===== config.mk =====
export PLATFORM = sky130hd
export DESIGN_NAME = red_pitaya_bus_initiator
export DESIGN_NICKNAME = d
export VERILOG_FILES = /design/src/rtl/red_pitaya_bus_initiator.sv
export SDC_FILE = /design/constraint.sdc
export NUM_CORES = 1
export LEC_CHECK = 0
export BUFFER_PORTS_ARGS = -buffer_cell sky130_fd_sc_hd__buf_2
export CORE_MARGIN = 2
export CORE_UTILIZATION = 40
export DETAILED_ROUTE_END_ITERATION = 6
export PLACE_DENSITY = 0.69
export RECOVER_POWER = 100
export SYNTH_ARGS = -nofsm -noshare
export SYNTH_HDL_FRONTEND = slang
export SYNTH_SLANG_ARGS = --single-unit
export TNS_END_PERCENT = 5

===== constraint.sdc =====
create_clock -name sys_clk_i -period 3.2 [get_ports sys_clk_i]
set_clock_uncertainty 0.05 [all_clocks]
set_input_delay 0.48 -clock sys_clk_i [delete_from_list [all_inputs] [get_ports sys_clk_i]]
set_output_delay 0.48 -clock sys_clk_i [all_outputs]
set_load 0.005 [all_outputs]

===== src/rtl/red_pitaya_bus_initiator.sv =====
// Command-FIFO-fed bus initiator: queues read/write commands, issues each one as
// a one-cycle strobe on the system bus, waits for ack/err (or times out), and
// returns a one-cycle response pulse.
module red_pitaya_bus_initiator #(
    parameter int FIFO_DEPTH  = 4,
    parameter int ACK_TIMEOUT = 255
) (
    input  logic        sys_clk_i,
    input  logic        sys_rstn_i,
    // command side
    input  logic        cmd_valid_i,
    output logic        cmd_ready_o,
    input  logic        cmd_we_i,
    input  logic [31:0] cmd_addr_i,
    input  logic [31:0] cmd_wdata_i,
    // response side
    output logic        rsp_valid_o,
    output logic [31:0] rsp_rdata_o,
    output logic        rsp_err_o,
    output logic        rsp_timeout_o,
    // bus request
    output logic [31:0] sys_addr_o,
    output logic [31:0] sys_wdata_o,
    output logic [3:0]  sys_sel_o,
    output logic        sys_wen_o,
    output logic        sys_ren_o,
    // bus reply
    input  logic [31:0] sys_rdata_i,
    input  logic        sys_err_i,
    input  logic        sys_ack_i,
    // status
    output logic        busy_o
);

    localparam int PW = $clog2(FIFO_DEPTH);
    localparam int CW = PW + 1;
    localparam logic [15:0] TIMEOUT = 16'(ACK_TIMEOUT);

    typedef struct packed {
        logic        we;
        logic [31:0] addr;
        logic [31:0] wdata;
    } cmd_t;

    typedef enum logic [1:0] {S_IDLE, S_ISSUE, S_WAIT, S_RESP} state_t;

    cmd_t          mem_q [FIFO_DEPTH];
    cmd_t          mem_d [FIFO_DEPTH];
    logic [PW-1:0] wr_ptr_q, wr_ptr_d, rd_ptr_q, rd_ptr_d;
    logic [CW-1:0] fifo_cnt_q, fifo_cnt_d;
    logic          ready_en_q, ready_en_d;

    state_t        state_q, state_d;
    logic          we_q, we_d;
    logic [31:0]   addr_q, addr_d, wdata_q, wdata_d;
    logic [15:0]   wait_cnt_q, wait_cnt_d;
    logic [31:0]   rsp_rdata_q, rsp_rdata_d;
    logic          rsp_err_q, rsp_err_d, rsp_timeout_q, rsp_timeout_d;

    logic fifo_full, fifo_empty, push, pop;

    assign fifo_full  = (fifo_cnt_q == CW'(FIFO_DEPTH));
    assign fifo_empty = (fifo_cnt_q == '0);
    // Ready is held low until the first clock after reset release.
    assign cmd_ready_o = ready_en_q && !fifo_full;
    assign push = cmd_valid_i && cmd_ready_o;
    // The head is consumed when the FSM can start a new transaction.
    assign pop  = !fifo_empty && (state_q == S_IDLE || state_q == S_RESP);

    // FIFO storage, pointers and occupancy count
    always_comb begin
        mem_d      = mem_q;
        wr_ptr_d   = wr_ptr_q;
        rd_ptr_d   = rd_ptr_q;
        ready_en_d = 1'b1;
        if (push) begin
            mem_d[wr_ptr_q] = '{we: cmd_we_i, addr: cmd_addr_i, wdata: cmd_wdata_i};
            wr_ptr_d        = wr_ptr_q + 1'b1;
        end
        if (pop) rd_ptr_d = rd_ptr_q + 1'b1;
        fifo_cnt_d = fifo_cnt_q + CW'(push) - CW'(pop);
    end

    // Transaction FSM: next state, bus registers, wait counter and response capture
    always_comb begin
        state_d       = state_q;
        we_d          = we_q;
        addr_d        = addr_q;
        wdata_d       = wdata_q;
        wait_cnt_d    = wait_cnt_q;
        rsp_rdata_d   = rsp_rdata_q;
        rsp_err_d     = rsp_err_q;
        rsp_timeout_d = rsp_timeout_q;
        case (state_q)
            S_IDLE, S_RESP: begin
                if (pop) begin
                    we_d    = mem_q[rd_ptr_q].we;
                    addr_d  = mem_q[rd_ptr_q].addr;
                    wdata_d = mem_q[rd_ptr_q].wdata;
                    state_d = S_ISSUE;
                end else begin
                    state_d = S_IDLE;
                end
            end
            S_ISSUE: begin
                wait_cnt_d = '0;
                state_d    = S_WAIT;
            end
            S_WAIT: begin
                wait_cnt_d = wait_cnt_q + 16'd1;
                // err takes priority over a simultaneous ack
                if (sys_err_i) begin
                    rsp_rdata_d   = '0;
                    rsp_err_d     = 1'b1;
                    rsp_timeout_d = 1'b0;
                    state_d       = S_RESP;
                end else if (sys_ack_i) begin
                    rsp_rdata_d   = we_q ? 32'd0 : sys_rdata_i;
                    rsp_err_d     = 1'b0;
                    rsp_timeout_d = 1'b0;
                    state_d       = S_RESP;
                end else if (wait_cnt_d == TIMEOUT) begin
                    rsp_rdata_d   = '0;
                    rsp_err_d     = 1'b1;
                    rsp_timeout_d = 1'b1;
                    state_d       = S_RESP;
                end
            end
            default: state_d = S_IDLE;
        endcase
    end

    // State registers with asynchronous active-low reset
    always_ff @(posedge sys_clk_i or negedge sys_rstn_i) begin
        if (!sys_rstn_i) begin
            for (int i = 0; i < FIFO_DEPTH; i++) mem_q[i] <= '0;
            wr_ptr_q      <= '0;
            rd_ptr_q      <= '0;
            fifo_cnt_q    <= '0;
            ready_en_q    <= 1'b0;
            state_q       <= S_IDLE;
            we_q          <= 1'b0;
            addr_q        <= '0;
            wdata_q       <= '0;
            wait_cnt_q    <= '0;
            rsp_rdata_q   <= '0;
            rsp_err_q     <= 1'b0;
            rsp_timeout_q <= 1'b0;
        end else begin
            mem_q         <= mem_d;
            wr_ptr_q      <= wr_ptr_d;
            rd_ptr_q      <= rd_ptr_d;
            fifo_cnt_q    <= fifo_cnt_d;
            ready_en_q    <= ready_en_d;
            state_q       <= state_d;
            we_q          <= we_d;
            addr_q        <= addr_d;
            wdata_q       <= wdata_d;
            wait_cnt_q    <= wait_cnt_d;
            rsp_rdata_q   <= rsp_rdata_d;
            rsp_err_q     <= rsp_err_d;
            rsp_timeout_q <= rsp_timeout_d;
        end
    end

    assign sys_addr_o    = addr_q;
    assign sys_wdata_o   = wdata_q;
    assign sys_sel_o     = (state_q == S_ISSUE) ? 4'hF : 4'h0;
    assign sys_wen_o     = (state_q == S_ISSUE) &&  we_q;
    assign sys_ren_o     = (state_q == S_ISSUE) && !we_q;
    assign rsp_valid_o   = (state_q == S_RESP);
    assign rsp_rdata_o   = rsp_rdata_q;
    assign rsp_err_o     = rsp_err_q;
    assign rsp_timeout_o = rsp_timeout_q;
    assign busy_o        = !fifo_empty || (state_q != S_IDLE);

endmodule


# Word-level counts from Yosys, hierarchy flattened
# Cells that the tools add are included.
# word_totals
reg_bits	385
latchBits	0
ram_bits	0
romBits	0
inputBits	102
output_inout_bits	107
wordCells	80
mem_count	0
# op_classes
add_sub_neg	5
multipliers	0
div	0
n_lt_le_gt_ge	3
eq_ne	6
shift	0
muxes	21
bitwise	2
n_reduce_logical	19
# ops
operator	n
$bwmux W260	1
$mux W65	3
$bmux W65 S2	1
$demux W65 S2	1
$mux W32	4
$pmux W16 S2	1
$add A16 B1 Y16 const B	1
$eq A16 B8 Y1 const B	1
$ge A3 B3 Y1 const B	2
$logic_and A1 B1 Y1	6
$mux W2	3
$not A2 Y3	2
$pmux W2 S3	1
$mux W1	5
$add A2 B1 Y2 const B	2
$eq A2 B2 Y1 const B	2
$mux W4	1
$ne A4 B4 Y1 const B	1
$reduce_and A2 Y1	2
$reduce_bool A2 Y1	2
$add A3 B1 Y3	1
$eq A3 B3 Y1 const B	1
$logic_not A1 Y1	3
$logic_not A3 Y1	1
other kinds (7)	8

# Longest topological paths before layout
# depth
ltp_word	6
depth_mapped	10
ltp_nobuf	9

# Worst setup path after synthesis
# OpenSTA, ideal clock, no wires.
# synth_timing
path_kind	reg-to-reg
from	reg state_q[0]
to	reg fifo_cnt_q[1]
setup_time_ns	0.135
arrival_ns	2.227
required_ns	3.015
slack_ns	0.787
stages_incl_launch_ff	9
n_path_buf	1
synth_period_minus_slack_ns	2.413
cell_sequence	dfrtp_1 > inv_1 > ha_1 > nor2_1 > clkbuf_1 > ha_1 > inv_1 > ha_1 > fa_1
# synth_via
elab_chain_len	4
elab_cells_between_ends	5
cone_classes	1 x add/sub; 1 x eq/ne; 3 x reduce/logical
# synth_lines
element	line_no	text
start: declaration	53	state_t state_q, state_d;
start signal: assignment	155	state_q <= state_d;
$eq A2 B2 Y1 / $logic_not A2 Y1 (equally long branches)	68	assign pop = !fifo_empty && (state_q == S_IDLE || state_q == S_RESP);
$logic_or A1 B1 Y1 *	68	
$logic_and A1 B1 Y1 *	68	
named net pop	60	logic fifo_full, fifo_empty, push, pop;
$sub A3 B1 Y3 *	81	fifo_cnt_d = fifo_cnt_q + CW'(push) - CW'(pop);
named net fifo_cnt_d[1]	50	logic [CW-1:0] fifo_cnt_q, fifo_cnt_d;
end signal: assignment	153	fifo_cnt_q <= fifo_cnt_d;
end: declaration	50	
# The timed path passes the listed nets; every way through them passes the cells marked *.
# A chain may end at the register's enable or synchronous reset.

# Worst setup path after layout
# layout_timing
from	reg fifo_cnt_q[1]
to	reg mem_q[120] (netlist name)
# layout_via
elab_chain_len	4
# layout_lines
element	line_no	text
$eq A3 B3 Y1	62	assign fifo_full = (fifo_cnt_q == CW'(FIFO_DEPTH));
$logic_not A1 Y1	65	assign cmd_ready_o = ready_en_q && !fifo_full;
$logic_and A1 B1 Y1	65	
$logic_and A1 B1 Y1	66	assign push = cmd_valid_i && cmd_ready_o;
end signal: assignment	150	mem_q <= mem_d;
end: declaration	47	cmd_t mem_q [FIFO_DEPTH];
# No other way between the ends.

==> run metrics <==
filler cell count around 3700; Boundary Pins around 210; Reg-to-Reg End mem_q[120]$_DFFE_PN0P_; CP Max Fanout 41; relative slew slack 0.0496; H-tree levels 2; CTS root buf clkbuf_16; Die X 209 um; GR Util met1 0.223; Top Usage Layer GRT met2; Sw Pwr between 6 and 7 mW; TritonCTS buffer count 43; initial DRC count 488; vias a little under 10000; FF+latch area slightly below 10000 um^2; crit path kind reg -> reg; Rows 75; Syn. warnings 0; worst path required time approximately 3.6 ns; CP max stage cell and2_0; Area Overhead vs Synth 17.1%; status completed; Cells after DPL 1800; Cell Area, Synth about 17000 um^2; HP Start sys_rdata_i[26]; Setup Viol. Count Final 0; Hold Crit Depth 3; drt first pass iters 4; number of global-route vias before repair between 10000 and 15000; Worst Path Buf+Inv 1; crit share post-route 0.852; Slew Limit Fails 0; CTS Buffer Depth 3; PortBufs approximately 210; n_diodes 0; main area contributors after synthesis dfrtp_1 57%, mux2_2 22%, mux4_2 8.7%, o21ai_2 1.6%, a22oi_1 1.4%; Total GRT Usage 0.168; Cell Count, Final, Fillers Out between 1500 and 2000; cell taking the most area after synthesis dfrtp_1; Synth Net Count 1210; Multi-input gate area about 6500 um^2; maximum vdd drop around 0.00057 V; Die Ht roughly 210 um; FF-to-FF Start fifo_cnt_q[1]$_DFF_PN0_; DIE AREA around 44000 um^2; first-pass GRT wire length 58.2 mm; final hold violations 0; post-CTS resize count 0; part of the power in combinational logic 0.362; antenna violations before repair 5; crit path DAT slightly above 3 ns; Int Power about 15 mW; Routed WL per cell 19.2 um; TritonCTS clock tree done; clock share of power 0.236; total core area approximately 42000 um^2; startpoint types register; nets@finish 1422; Seq/Total Area, Yosys 0.573; Async SR Flop Fraction 1.00; Routed Antenna Nets 0; EDFF count, synth 0; critical-path cell list nor2_1 -> a21boi_0 -> and2_0 -> nand2_4 -> buf_6 -> mux2_2; main flop type after synthesis dfrtp_1; Worst path max stage delay about 0.65 ns; R2R setup slack 0.47 ns; initial core utilization 0.403; met2 Usage GRT 0.277; drt drc 0; syn_area_per_cell around 15 um^2; RSZ-0062 raised after global routing no; M3 GR Usage 0.0418; via/cell ratio between 5 and 6; Clock transition at path regs 0.06 ns; post-synthesis register bit count slightly below 400; crit path capture type register; TNS Setup 0 ns; gpl congestion between 0.8 and 0.9; largest net degree at the start of global routing 85; clock sinks ~390; final wirelength roughly 36 mm; share of post-route cells with drive strength above 1 0.484; f_max about 370 MHz; Remaining Overflow, GRT 0; HPWL after DPL roughly 22 mm; FF-to-FF path depth 6; crit-path leading delay family simple AND/OR/NAND/NOR gates; sequential share of power 0.402; worst hold endpoint rsp_rdata_o[26]$_DFFE_PN0P_; worst hold path type in -> reg; post-synth top area share 0.573; switching part of the total 0.299; Worst Tran Pin Value 1.43 ns; Unique masters post-synth 53; Max-Cap Viols 0; Pwr per Cell Area 1080 nW/um^2; Leakage 8.73 nW; Synth Instances between 1000 and 1500; Hold Slack about 0.10 ns; clk_lat worst skew 0.56 ns; post-route minimum period ~2.7 ns
-- cells in the mapped netlist, drive strengths merged (8+ instances only) --
cell / number
nor2: 12
mux2: 326
nor3: 9
mux4: 65
clkbuf: 29
nand2: 30
a22oi: 32
o21ai: 46
dfrtp: 385
inv: 44
nand4: 8
buf: 37
ha: 12
-- worst min-delay path: cells and delay by family --
family                 cells  cell delay (ns)
AO/OA/AOI/OAI              2             0.12
buffers and inverters      1             0.07
-- timing repair --
| item | CTS | global route |
|---|---|---|
| hold buffers | 1 | 0 |
| hold endpoints to repair | 76 | 0 |
| buffers inserted | 0 | 0 |
-- layout make-up --
| type | instances | area share |
|---|---|---|
| sequential | 385 | 0.490 |
| multi-input combinational | 597 | 0.332 |
| tap | 539 | 0.0343 |
| clock inverter | 14 | 0.00934 |
| inverter | 45 | 0.00858 |
| clock buffer | 64 | 0.0643 |
| timing repair buffer | 235 | 0.0620 |
-- registers in the layout, summed over array words and instances, names as in the netlist, 2 cells and up --
| register | cells |
|---|---|
| mem_q | 260 |
| rsp_rdata_o | 32 |
| sys_addr_o | 32 |
| sys_wdata_o | 32 |
| wait_cnt_q | 16 |
| fifo_cnt_q | 3 |
| rd_ptr_q | 2 |
| state_q | 2 |
| wr_ptr_q | 2 |
-- cell families after synthesis --
kind of cell	synth area share
adder cells (fa/ha/maj)	0.0101
multiplexers	0.308
buffers and inverters	0.0332
other	0.000223
AND/OR/NAND/NOR	0.0236
AO/OA/AOI/OAI	0.0462
flip-flops	0.573
XOR/XNOR	0.00521
-- layout by cell type, fill, tap and decap left out, types with 5 or more instances in the layout --
master / Yosys / layout
nand3_1: 4 / 5
xnor2_1: 6 / 6
buf_4: 3 / 8
nand2_1: 30 / 26
nor2_1: 12 / 11
ha_1: 12 / 12
mux2_2: 325 / 325
clkbuf_1: 24 / 71
mux4_2: 65 / 65
o31ai_1: 6 / 6
clkbuf_16: 0 / 43
dfrtp_1: 385 / 383
nand4_1: 7 / 7
a22oi_1: 32 / 32
o21ai_0: 15 / 42
clkinv_2: 0 / 6
inv_1: 44 / 44
clkbuf_8: 5 / 11
nor3_1: 8 / 7
buf_2: 25 / 150
-- worst max-delay path by stage --
stage,startpoint,end,slack (ns),depth (start not counted)
6_report,fifo_cnt_q[1]$_DFF_PN0_,mem_q[120]$_DFFE_PN0P_,0.47,6
5_1_grt,fifo_cnt_q[1]$_DFF_PN0_,mem_q[120]$_DFFE_PN0P_,0.27,6
4_1_cts,wait_cnt_q[1]$_DFFE_PN0N_,rsp_rdata_o[0]$_DFFE_PN0P_,0.70,8
3_5_place_dp,wait_cnt_q[1]$_DFFE_PN0N_,rsp_rdata_o[0]$_DFFE_PN0P_,0.70,8
3_3_place_gp,wait_cnt_q[1]$_DFFE_PN0N_,rsp_rdata_o[0]$_DFFE_PN0P_,0.77,8
2_1_floorplan,state_q[0]$_DFFE_PN0P_,fifo_cnt_q[1]$_DFF_PN0_,0.79,8
-- power by group through the flow --
stage	sequential [mW]	clock [mW]	combinational [mW]
final	8.54	5.01	7.69
after global routing	8.83	5.36	8.41
after CTS	8.54	5.17	8.12
after detailed placement	8.61	0	8.09
after global placement	8.48	0	7.89
after floorplan	8.20	0	5.97
-- per-layer routing --
metal	share of wire	vias up	routed length, um
met1	0.44	5143	15800
li1	-	4430	-
met2	0.49	230	17500
met3	0.057	51	2040
met5	0.0019	-	67
met4	0.016	10	588
-- through the flow --
| step | utilization | area, um^2 | worst slack [ns] | total power, mW |
|---|---|---|---|---|
| after detailed placement | 0.445 | 18500 | 0.699 | 16.7 |
| after global routing | 0.472 | 19700 | 0.270 | 22.6 |
| after CTS | 0.480 | 20000 | 0.697 | 21.8 |
| after global placement | 0.445 | 18500 | 0.775 | 16.4 |
| final | 0.472 | 19700 | 0.473 | 21.2 |
| after floorplan | - | 16800 | 0.787 | 14.2 |
Note: power is estimated with default switching activity, not from simulation.
